**src/rtl/store_buffer_be.sv**
```systemverilog
`default_nettype none
// ============================================================================
// Module   : store_buffer_be
// Purpose  : MEM-stage store buffer. Checks store alignment, builds byte-lane
//            enables and lane-shifted write data, and queues legal stores in a
//            DEPTH-entry FIFO drained to the data bus by valid/ready.
//            Rejected stores raise a one-cycle AdES pulse.
// Revision : 1.0 - initial release
// ============================================================================
module store_buffer_be #(
    parameter int DATA_W = 32,
    parameter int ADDR_W = 32,
    parameter int DEPTH  = 4
) (
    input  logic                       clk,
    input  logic                       reset,
    input  logic                       flush,
    input  logic                       st_valid,
    output logic                       st_ready,
    input  logic [1:0]                 st_size,
    input  logic [ADDR_W-1:0]          st_addr,
    input  logic [DATA_W-1:0]          st_data,
    output logic                       st_exc,
    output logic [ADDR_W-1:0]          st_badvaddr,
    output logic                       bus_valid,
    input  logic                       bus_ready,
    output logic [ADDR_W-1:0]          bus_addr,
    output logic [DATA_W/8-1:0]        bus_byteen,
    output logic [DATA_W-1:0]          bus_wdata,
    output logic [$clog2(DEPTH+1)-1:0] count
);

    localparam int c_nb    = DATA_W / 8;
    localparam int c_off_w = $clog2(c_nb);
    localparam int c_ptr_w = $clog2(DEPTH);
    localparam int c_cnt_w = $clog2(DEPTH + 1);

    localparam logic [c_cnt_w-1:0] c_full_cnt = c_cnt_w'(DEPTH);

    // Queue state
    logic [c_ptr_w-1:0] r_wr_ptr;
    logic [c_ptr_w-1:0] r_rd_ptr;
    logic [c_cnt_w-1:0] r_count;
    logic               r_exc;
    logic [ADDR_W-1:0]  r_badvaddr;

    // Entry storage (never reset; only read while occupied)
    logic [ADDR_W-1:0]  r_mem_addr [DEPTH];
    logic [c_nb-1:0]    r_mem_be   [DEPTH];
    logic [DATA_W-1:0]  r_mem_data [DEPTH];

    // Request decode
    logic               w_push;
    logic               w_pop;
    logic               w_full;
    logic               w_legal;
    logic               w_wr_en;
    logic [3:0]         w_nbytes;
    logic [2:0]         w_align_mask;
    logic [c_off_w-1:0] w_off;
    logic [c_nb-1:0]    w_lane_mask;
    logic [DATA_W-1:0]  w_data_mask;
    logic [ADDR_W-1:0]  w_entry_addr;
    logic [c_nb-1:0]    w_entry_be;
    logic [DATA_W-1:0]  w_entry_data;

    assign w_full    = (r_count == c_full_cnt);
    assign st_ready  = !w_full && !flush;
    assign bus_valid = (r_count != '0);
    assign w_push    = st_valid && st_ready;
    assign w_pop     = bus_valid && bus_ready;

    // Access size in bytes and the address bits that must be zero for it
    assign w_nbytes     = 4'd1 << st_size;
    assign w_align_mask = 3'(w_nbytes - 4'd1);
    assign w_off        = st_addr[c_off_w-1:0];

    // A dword on a 32-bit bus does not fit; anything misaligned is rejected
    assign w_legal = (w_nbytes <= 4'(c_nb)) && ((st_addr[2:0] & w_align_mask) == 3'd0);
    assign w_wr_en = w_push && w_legal;

    // Low b lanes / low 8b data bits; a full-width shift yields zero so the
    // complement covers the whole bus for the widest access
    assign w_lane_mask = ~({c_nb{1'b1}} << w_nbytes);
    assign w_data_mask = ~({DATA_W{1'b1}} << {w_nbytes, 3'b000});

    assign w_entry_addr = {st_addr[ADDR_W-1:c_off_w], {c_off_w{1'b0}}};
    assign w_entry_be   = w_lane_mask << w_off;
    assign w_entry_data = (st_data & w_data_mask) << {w_off, 3'b000};

    // Head of queue is driven straight from storage
    assign bus_addr   = r_mem_addr[r_rd_ptr];
    assign bus_byteen = r_mem_be[r_rd_ptr];
    assign bus_wdata  = r_mem_data[r_rd_ptr];
    assign count      = r_count;

    assign st_exc      = r_exc;
    assign st_badvaddr = r_badvaddr;

    // Pointer and occupancy bookkeeping; flush empties the queue outright
    always_ff @(posedge clk or negedge reset) begin
        if (!reset) begin
            r_wr_ptr <= '0;
            r_rd_ptr <= '0;
            r_count  <= '0;
        end else if (flush) begin
            r_wr_ptr <= '0;
            r_rd_ptr <= '0;
            r_count  <= '0;
        end else begin
            if (w_wr_en) begin
                r_wr_ptr <= r_wr_ptr + c_ptr_w'(1);
            end
            if (w_pop) begin
                r_rd_ptr <= r_rd_ptr + c_ptr_w'(1);
            end
            case ({w_wr_en, w_pop})
                2'b10:   r_count <= r_count + c_cnt_w'(1);
                2'b01:   r_count <= r_count - c_cnt_w'(1);
                default: r_count <= r_count;
            endcase
        end
    end

    // AdES reporting: pulse for one cycle, faulting address held until next fault
    always_ff @(posedge clk or negedge reset) begin
        if (!reset) begin
            r_exc      <= 1'b0;
            r_badvaddr <= '0;
        end else begin
            r_exc <= w_push && !w_legal;
            if (w_push && !w_legal) begin
                r_badvaddr <= st_addr;
            end
        end
    end

    // Write the formatted entry at the tail
    always_ff @(posedge clk) begin
        if (w_wr_en) begin
            r_mem_addr[r_wr_ptr] <= w_entry_addr;
            r_mem_be[r_wr_ptr]   <= w_entry_be;
            r_mem_data[r_wr_ptr] <= w_entry_data;
        end
    end

endmodule
`default_nettype wire
```
**config.mk**
```make
export PLATFORM = sky130hd
export DESIGN_NAME = store_buffer_be
export DESIGN_NICKNAME = d
export VERILOG_FILES = /design/src/rtl/store_buffer_be.sv
export SDC_FILE = /design/constraint.sdc
export NUM_CORES = 1
export LEC_CHECK = 0
export CAP_MARGIN = 20
export CORE_ASPECT_RATIO = 1.25
export CORE_MARGIN = 5
export CORE_UTILIZATION = 54
export CTS_BUF_LIST = sky130_fd_sc_hd__clkbuf_16
export DETAILED_ROUTE_END_ITERATION = 10
export GPL_TIMING_DRIVEN = 0
export PLACE_DENSITY = 0.89
export SYNTH_ARGS = -nofsm -noshare
export SYNTH_HDL_FRONTEND = slang
export SYNTH_SLANG_ARGS = --single-unit
```
**constraint.sdc**
```tcl
create_clock -name clk -period 4.05 [get_ports clk]
set_input_delay 0.6075 -clock clk [delete_from_list [all_inputs] [get_ports clk]]
set_output_delay 0.6075 -clock clk [all_outputs]
set_load 0.01 [all_outputs]
```
Word level (Yosys, flattened, before mapping)
Memory sizes are Yosys's and may differ from the RTL's.
Cells that the tools add are included.
W data, S select, Z words.
{"block": "totals", "ramBits": 264, "output_inout_bits": 106, "mem_count": 3, "elab_cells": 48, "reg_bits": 40, "in_bits": 71}
{"block": "classes", "n_lt_le_gt_ge": 1, "mux": 8, "bitwise_logic": 4, "shift": 5, "n_reduce_logical": 14, "addsub": 5, "eq_ne": 3}
{"name": "r_mem_data", "words": 4, "word_bits": 32, "read_ports": 1, "rd_ports_with_merged_regs": 0, "wr": 1, "line": "50", "source": "logic [DATA_W-1:0] r_mem_data [DEPTH];"}
{"name": "r_mem_addr", "words": 4, "word_bits": 30, "read_ports": 1, "rd_ports_with_merged_regs": 0, "wr": 1, "line": "48", "source": "logic [ADDR_W-1:0] r_mem_addr [DEPTH];"}
{"name": "r_mem_be", "words": 4, "word_bits": 4, "read_ports": 1, "rd_ports_with_merged_regs": 0, "wr": 1, "line": "49", "source": "logic [c_nb-1:0] r_mem_be [DEPTH];"}
{"op": "$and A32 B32 Y32", "count": 1}
{"op": "$not A32 Y32", "count": 1}
{"op": "$shl A32 B5 Y32", "count": 1}
{"op": "$shl A32 B7 Y32 const A", "count": 1}
{"op": "$mux W2", "count": 4}
{"op": "$logic_and A1 B1 Y1", "count": 6}
{"op": "$pmux W3 S2", "count": 1}
{"op": "$reduce_bool A3 Y1", "count": 2}
{"op": "$sub A3 B1 Y3 const B", "count": 2}
{"op": "$add A2 B1 Y2 const B", "count": 2}
{"op": "$le A4 B3 Y1 const B", "count": 1}
{"op": "$not A4 Y4", "count": 1}
{"op": "$reduce_bool A2 Y1", "count": 2}
{"op": "$shl A1 B2 Y4 const A", "count": 1}
{"op": "$shl A4 B2 Y4", "count": 1}
{"op": "$shl A4 B4 Y4 const A", "count": 1}
{"op": "$add A3 B1 Y3 const B", "count": 1}
{"op": "$and A3 B3 Y3", "count": 1}
{"op": "$eq A3 B3 Y1 const B", "count": 1}
{"op": "$logic_not A1 Y1", "count": 3}
{"op": "$logic_not A3 Y1", "count": 1}
{"op": "$mux W3", "count": 1}
{"op": "$eq A2 B1 Y1 const B", "count": 1}
{"op": "$eq A2 B2 Y1 const B", "count": 1}
{"op": "$mux W1", "count": 2}

Depth between registers and ports, before layout
Gate-level depths: netlist of the first run.
{"block": "depth", "word_depth": 9, "depth_mapped": 8, "ltp_nobuf": 7}

Worst setup path after synthesis of the first run
Ideal clock, no wire load.
{"block": "synth_timing", "path_type": "input -> register", "startpoint": "input port st_addr[0]", "endpoint": "memory r_mem_addr[1][0] (netlist name), enable pin", "stages": 4, "n_path_buf": 1, "t_required_ns": 3.619, "setup_time_ns": 0.431, "path_slack_ns": 0.460, "arrival_ns": 3.159, "path_cell_list": "buf_6 -> or3_4 -> a221oi_4 -> and2_1"}
{"block": "synth_between", "elab_chain_cells": 6}
{"element": "start: declaration", "line": "21", "source": "input logic [ADDR_W-1:0] st_addr,"}
{"element": "$and A3 B3 Y3", "line": "79", "source": "assign w_legal = (w_nbytes <= 4'(c_nb)) && ((st_addr[2:0] & w_align_mask) == 3'd0);"}
{"element": "$logic_not A3 Y1", "line": "79"}
{"element": "$logic_and A1 B1 Y1", "line": "79"}
{"element": "$logic_and A1 B1 Y1", "line": "80", "source": "assign w_wr_en = w_push && w_legal;"}
{"element": "$mux W1", "line": "140", "source": "if (w_wr_en) begin"}
{"element": "$mux W1 (implied by the code)", "line": "141", "source": "r_mem_addr[r_wr_ptr] <= w_entry_addr;"}
{"element": "end: declaration", "line": "48"}
No other way between the ends.

Worst setup path in the final report of the first run
{"block": "layout_timing", "startpoint": "register r_rd_ptr[1]", "endpoint": "output port bus_wdata[5]"}
{"block": "layout_between", "elab_chain_cells": 1}
{"element": "start: declaration", "line": "42", "source": "logic [c_ptr_w-1:0] r_rd_ptr;"}
{"element": "start signal: assignment", "line": "115", "source": "r_rd_ptr <= r_rd_ptr + c_ptr_w'(1);"}
{"element": "$mem_v2 Z4 W32"}
{"element": "end: declaration", "line": "29", "source": "output logic [DATA_W-1:0] bus_wdata,"}
No other way between the ends.

==> impl_metrics.toml, run 1 <==
[yosys]
yosysTopAreaCell = "edfxtp_1"
synth-simple-area-share = 0.0253
synth_fa_ha_area_frac = 0.00593
synth_ff_type = "edfxtp_1"
synth_area_leaders = "edfxtp_1 67%, mux4_2 13%, dfrtp_1 8.5%"
synth.top_cell.area_share = 0.671
async_flop_share = 0.132
seq_area_frac_synth = 0.756
synth_xor_area_frac = 0.00360
muxShareOfSynthArea = 0.170
ys_types = 37
synth_seq_cells = 304
syn_area_per_cell_um2 = 20.7
netlist_instances = 570
ys.warnings.count = 0
synth_area_um2 = 11800
synth_compound_area_frac = 0.0255
synth_top_family_by_area = "multiplexers"
synth-edff-count = 264

[timing]
fmax_mhz = 272
rsz0062_at_grt = "false"
tightest_slew_ns = 0.960
hold_viol_final = 0
maxSlewViolCount = 0
fin_crit_sh = 0.907
setup_viol = 0
min_period_ns = 3.67
skew_ns = 0.0168
holdWs_ns = 0.500
relSlewSlack = 0.360

[power_and_ir_drop]
powerDensity_nw_per_um2 = 565
p_total_mw = 8.42
vdd_drop_max_mv = 0.448
power.leakage_nw = 5.01

[grt]
grt_pass1_wl_mm = 40.4
grt_max_degree = 58
gr-total-overflow = 0
antenna_found_initial = 0
track_usage = 0.211
grt_pass1_vias = 6949

[clock_network]
clk_pin_slew_ns = 0.06
cts_tree = "yes"
cts.sinks = 304
clock_path_buffers = 3
insertion_delay_ns = 0.53
root_buffer = "clkbuf_16"
htree_levels = 1
numCtsBuffers = 28

[floorplanning]
die_area_um2 = 25000
die_h_um = 175
core_um2 = 21500
die_x_um = 142
io_pins = 177
start_util = 0.548
rows = 60

[critical_path]
worstPathMaxFanout = 10
cp.required_ns = 3.44
cp-end-kind = "output pin"
worstSetupPathType = "flop to output pin"
cp-start-kind = "flop"
arrival_ns = 3.06

[detailed_routing]
drc = 0
wl_per_cell_um = 24.3
drt_wl_total_mm = 26.3
drtPass1Iterations = 7
via_per_inst = 5.91
via_count = 6384
drtIter0Drc = 622
postRouteAntennaNets = 0

[layout]
areaGrowthSynthToFinish_pct = 26.3
antennaDiodeCount = 0
final_cell_mix = "264 x edfxtp_1, 172 x clkdlybuf4s50_1, 66 x mux4_2"
drive_gt1_frac = 0.201
layout_commonest_cell = "edfxtp_1"
fin_nets = 856

[place]
hpwl_mm = 17.2
io_buffers = 173
gp_congestion = 0.924

[job]
maxCapViolations = 0

[worst_hold_path]
worstHoldPathType = "input port to asynchronous set/reset pin"

[run_status]
status = "complete, no violations"
-- critical path: stages, from the launching register on --
cell,delay (ns)
dfrtp_1,0.43
buf_1,0.51
buf_1,0.62
mux4_2,0.44
clkdlybuf4s50_1,0.52
-- routing by layer --
layer,vias up,track usage,share of wire
li1,2724,-,-
met3,74,0.0515,0.095
met1,3222,0.265,0.36
met4,0,0.0788,0.037
met2,364,0.359,0.51
met5,-,0,0
-- area by class of cell --
type	count	area (µm²)
multi-input combinational	232	2740
inverter	4	15.0
sequential	304	8930
fill	1346	6630
clock inverter	23	148
buffer	31	141
tap	279	349
timing repair buffer	179	1870
clock buffer	29	726
-- worst paths after layout --
check	slack, ns	to	start	depth (start not counted)
setup reg to reg	1.60	count[2]	count[0]	7
min in group clk	0.50	st_badvaddr[26]	st_badvaddr[26]	1
hold reg to reg	0.50	st_badvaddr[26]	st_badvaddr[26]	1
setup / recovery	0.38	bus_wdata[5]	r_rd_ptr[1]	4
hold / removal	0.50	st_badvaddr[11]	reset	2
max in group asynchronous	3.06	st_badvaddr[0]	reset	3
-- synthesized netlist by cell type (2+ instances only) --
library cell and n:
buf_2 8, xor2_1 2, a32oi_1 3, mux2_2 35, nand2b_1 4, buf_1 5
o21ai_0 16, mux2i_1 11, clkbuf_1 15, buf_4 2, nor2b_1 3, inv_1 4
and2_1 15, edfxtp_1 264, mux2_1 2, ha_1 4, a22oi_1 5, dfrtp_1 40
nand2_1 10, a21oi_1 7, o22ai_1 11, mux4_2 66, nor2_1 24
-- metrics by stage --
stage               utilization  setup WS [ns]  TNS [ns]  instances  cell area, µm²
floorplan                     -          0.460         0        571           11800
global placement          0.645          -1.30   -333.40       1023           13900
detailed placement        0.651          0.665         0       1028           14000
CTS                       0.692          0.322         0       1081           14900
global route              0.692          0.214         0       1081           14900
finish                    0.692          0.379         0       1081           14900
-- cells by family (layout without fill, tap and decap cells) --
group,Yosys count,count (layout)
other cells,1,2
simple gates,61,61
xor+xnor,4,4
buf+inv,35,266
compound gates,46,46
flops,304,304
fa+ha+maj,5,5
mux,114,114
-- timing repair --
item / in CTS / in global routing
hold buffers: 1 / 0
buffers inserted: 0 / 0
hold endpoints to repair: 9 / 0
resized for setup: 0 / 0
-- sequential cells by signal, summed over array words and instances, names as in the netlist --
| name | flops |
|---|---|
| r_rd_ptr | 2 |
| st_exc | 1 |
| r_mem_addr | 120 |
| r_wr_ptr | 2 |
| r_mem_data | 128 |
| count | 3 |
| r_mem_be | 16 |
| st_badvaddr | 32 |
-- where the power goes --
part | switching, mW | internal [mW]
registers | 0.121 | 3.63
clock network | 1.05 | 1.41
logic | 0.941 | 1.26
Power figures use the tool's default switching activity.
==> inputs of run 2 (changes only) <==
- CORE_UTILIZATION: 54 -> 49
- PLACE_DENSITY: 0.89 -> 0.85
- clock period: 4.05 -> 3.15 ns (I/O delays scaled with it)
==> impl_metrics.toml, run 2 (synthesis results as in run 1) <==
[layout]
fin_util = 0.632
fin_nets = 855
final_cell_area_um2 = 15000
layout_commonest_cell = "edfxtp_1"
final_cell_mix = "264 x edfxtp_1, 172 x clkdlybuf4s50_1, 66 x mux4_2"
multi_input_area_um2 = 2740
antennaDiodeCount = 0
largest_reg_flops = 128
seqCellArea_um2 = 8930
fin_cells = 1126
areaGrowthSynthToFinish_pct = 27.0
drive_gt1_frac = 0.207
fillCellCount = 1622
top_register = "r_mem_data"

[grt]
grt_pass1_vias = 6812
track_usage = 0.186
grt_pass1_wl_mm = 39.2
grt_max_degree = 55
gr-total-overflow = 0
antenna_found_initial = 0

[detailed_routing]
drc = 0
via_per_inst = 5.51
wl_per_cell_um = 22.3
drt_wl_total_mm = 25.2
postRouteAntennaNets = 0
drtPass1Iterations = 4
drtIter0Drc = 331
via_count = 6205

[timing]
hold_viol_final = 0
setup_viol = 0
fin_crit_sh = 0.957
fmax_mhz = 332
relSlewSlack = 0.473
min_period_ns = 3.01
maxSlewViolCount = 0
tightest_slew_ns = 0.787
skew_ns = 0.00876
tns_ns = 0
rsz0062_at_grt = "false"
holdWs_ns = 0.380

[clock_network]
root_buffer = "clkbuf_16"
clock_path_buffers = 3
cts.sinks = 304
cts_tree = "yes"
clk_pin_slew_ns = 0.06
htree_levels = 1
insertion_delay_ns = 0.52
cts_setup_buffers = 0
numCtsBuffers = 28

[power_and_ir_drop]
power_switching_mw = 2.72
intPower_mw = 8.14
p_comb_frac = 0.262
p_sw_frac = 0.251
power.leakage_nw = 5.03
p_seq_frac = 0.445
powerDensity_nw_per_um2 = 724
vdd_drop_max_mv = 0.517
pwr-share-clk = 0.293

[critical_path]
r2r_cells = 7
r2r_slack_ns = 0.68
crit_buf_inv = 3
timing.rr.start = "count[0]"
startpoint = "r_rd_ptr[1]"
path_cells = "buf_2 > clkbuf_2 > mux4_2 > clkdlybuf4s50_1"
crit_slowest_cell = "clkdlybuf4s50_1"
cp_top_family = "buffers and inverters"
arrival_ns = 2.54
cp-start-kind = "flop"
cp-end-kind = "output pin"
cp.required_ns = 2.68
cpPeakStageDelay_ns = 0.52
worstSetupPathType = "flop to output pin"
rr_endpoint = "count[2]"
worstPathMaxFanout = 10

[worst_hold_path]
worstHoldPathType = "input port to asynchronous set/reset pin"

[floorplanning]
rows = 63
die_h_um = 184
die_x_um = 149
die_area_um2 = 27300
start_util = 0.498
core_um2 = 23700
io_pins = 177

[place]
post_dp_cell_area_um2 = 14100
hpwl_mm = 16.7
gp_congestion = 0.861
io_buffers = 173
place_inst = 1074

[run_status]
status = "complete, no violations"

[job]
maxCapViolations = 0
==> run 2: worst register-to-register path: stages (launching register included) <==
cell and delay [ns]:
dfrtp_1 0.50, nor2_1 0.14, a221oi_4 0.56, nor2_1 0.13, fa_1 0.40, and2_1 0.15, mux2i_1 0.15, mux2_1 0.33
==> run 2: power groups by stage <==
stage	registers [mW]	logic, mW	clock network (mW)
2_1_floorplan	4.98	1.33	0
3_3_place_gp	4.89	2.82	0
3_5_place_dp	4.91	2.87	0
4_1_cts	4.83	2.92	3.26
5_1_grt	4.87	3.06	3.45
6_report	4.83	2.84	3.18
==> run 2: per-stage QoR <==
step / power (mW) / setup slack [ns]
after floorplan: 6.31 / 0.396
after global placement: 7.71 / -0.782
after detailed placement: 7.78 / -0.115
after CTS: 11.0 / 0.00226
after global routing: 11.4 / 0.00855
final: 10.9 / 0.136
==> run 2: layout make-up <==
class / count / area share
buffer: 30 / 0.0113
clock buffer: 29 / 0.0484
clock inverter: 23 / 0.00992
inverter: 4 / 0.00100
multi-input combinational: 232 / 0.183
sequential: 304 / 0.595
tap: 325 / 0.0271
timing repair buffer: 179 / 0.124
==> run 2: routing by layer <==
metal,routed length (µm),vias up,GRT usage
met3,2250,42,0.0510
li1,-,2734,-
met5,0,-,0
met4,621,0,0.0513
met1,9660,3164,0.236
met2,12600,265,0.317
==> run 2: what timing repair did <==
item                                   in CTS  in global routing
endpoints found under the hold margin      11                  0
hold buffers                                1                  0
resized for setup                          13                  2
setup endpoints to repair                  39                 51
==> run 2: worst max path at each step <==
stage,slack [ns],cells after the start,endpoint
after floorplan,0.40,4,r_mem_addr[0][0]
after global placement,-0.78,4,r_mem_addr[2][9]
after detailed placement,-0.11,8,count[2]
after CTS,0.002,4,bus_wdata[8]
after global routing,0.009,4,bus_addr[15]
final,0.14,4,bus_addr[14]
==> inputs of run 3 (changes only) <==
- CELL_PAD_IN_SITES_DETAIL_PLACEMENT: unset -> 1
- CELL_PAD_IN_SITES_GLOBAL_PLACEMENT: unset -> 1
- CORE_UTILIZATION: 49 -> 42
- TNS_END_PERCENT: unset -> 100
==> impl_metrics.toml, run 3 (synthesis results as in run 1) <==
[floorplanning]
die_h_um = 198
core_um2 = 27700
io_pins = 177
die_area_um2 = 31600
start_util = 0.427
die_x_um = 160
rows = 68

[detailed_routing]
drc = 0
drtPass1Iterations = 5
wl_met3_mm = 1.92
drtIter0Drc = 465
postRouteAntennaNets = 0
highest_layer = "met4"
via_per_inst = 5.45
route.met2.wl_mm = 15.1
m1WireLength_mm = 11.3
drt_wl_total_mm = 28.7
via_count = 6289
wl_per_cell_um = 24.9

[power_and_ir_drop]
powerDensity_nw_per_um2 = 728
vdd_drop_max_mv = 0.455
p_total_mw = 10.9
power.leakage_nw = 5.02

[job]
maxCapViolations = 0

[timing]
maxSlewViolCount = 0
fin_crit_sh = 0.966
tns_ns = 0
fmax_mhz = 329
tightest_slew_ns = 0.873
rsz0062_at_grt = "false"
hold_viol_final = 0
relSlewSlack = 0.416
setup_viol = 0
skew_ns = 0.00799
min_period_ns = 3.04

[grt]
track_usage = 0.181
gr-total-overflow = 0
grt_max_degree = 55
grt_pass1_wl_mm = 43.7
grt_pass1_vias = 6984
antenna_found_initial = 0

[clock_network]
clock_path_buffers = 3
cts_tree = "yes"
root_buffer = "clkbuf_16"
htree_levels = 1
clk_pin_slew_ns = 0.07
cts_setup_buffers = 0
insertion_delay_ns = 0.54
numCtsBuffers = 29
cts.sinks = 304

[run_status]
status = "complete, no violations"

[critical_path]
worstSetupPathType = "flop to output pin"
worstPathMaxFanout = 10
r2r_cells = 7
cp-end-kind = "output pin"
cp-start-kind = "flop"
arrival_ns = 2.57
cp.required_ns = 2.68

[place]
post_dp_cell_area_um2 = 14100
io_buffers = 173
hpwl_mm = 19.3
gp_congestion = 0.810

[layout]
layout_commonest_cell = "edfxtp_1"
fin_nets = 856
top_register = "r_mem_data"
final_cell_mix = "264 x edfxtp_1, 172 x clkdlybuf4s50_1, 66 x mux4_2"
areaGrowthSynthToFinish_pct = 27.3
drive_gt1_frac = 0.220
antennaDiodeCount = 0
largest_reg_flops = 128
final_cell_area_um2 = 15000

[worst_hold_path]
worstHoldPathType = "input port to asynchronous set/reset pin"
[run 3: cell types whose count changed in the layout (fill, tap and decap cells not counted), sizes merged]
cell,change
buf,+1
bufinv,-2
clkinv,-3
clkinvlp,+4
inv,+2
[run 3: power by group]
group	total (mW)	leakage, nW	switching [mW]	internal [mW]
clock network	3.21	0.450	1.48	1.74
registers	4.84	2.89	0.165	4.67
logic	2.89	1.68	1.25	1.64
[run 3: final cells by class]
class	count	area, µm²
plain buffers	30	166
flip-flops and latches	304	8930
clock buffers	30	751
repair buffers	179	1870
multi-input cells	232	2740
clock inverters	24	133
inverters	4	15.0
well taps	350	438
fillers	2503	12600
[run 3: timing repair]
| item | CTS | global route |
|---|---|---|
| endpoints found under the setup margin | 66 | 13 |
| cloned | 0 | 0 |
| hold buffers | 1 | 0 |
| endpoints found under the hold margin | 11 | 0 |
| gates resized for setup | 15 | 4 |
[run 3: per-layer routing]
layer,vias to the layer above,track usage
met5,-,0
met4,0,0.0411
met3,35,0.0422
met2,244,0.321
met1,3284,0.228
li1,2726,-
[run 3: worst paths after layout]
| path | end | start | slack [ns] |
|---|---|---|---|
| max in group asynchronous | r_rd_ptr[0] | reset | 2.28 |
| min reg2reg | st_badvaddr[12] | st_badvaddr[12] | 0.50 |
| min in group clk | st_badvaddr[12] | st_badvaddr[12] | 0.50 |
| min | st_badvaddr[6] | reset | 0.36 |
| max reg2reg | count[2] | count[0] | 0.68 |
| max | bus_wdata[3] | r_rd_ptr[0] | 0.11 |
[run 3: stage by stage]
stage               worst slack (ns)  cells  utilization  hold WS [ns]
finish                         0.107   1153        0.544         0.362
global route                  0.0186   1153        0.544         0.365
CTS                          0.00406   1153        0.544         0.346
detailed placement            -0.190   1099        0.511         0.398
global placement              -0.941   1094        0.506         0.487
floorplan                      0.396    571            -         0.177
[run 3: worst max-delay path, stage by stage (launching register included)]
cell	delay, ns
dfrtp_2	0.46
buf_2	0.46
mux4_2	0.58
clkdlybuf4s50_1	0.53
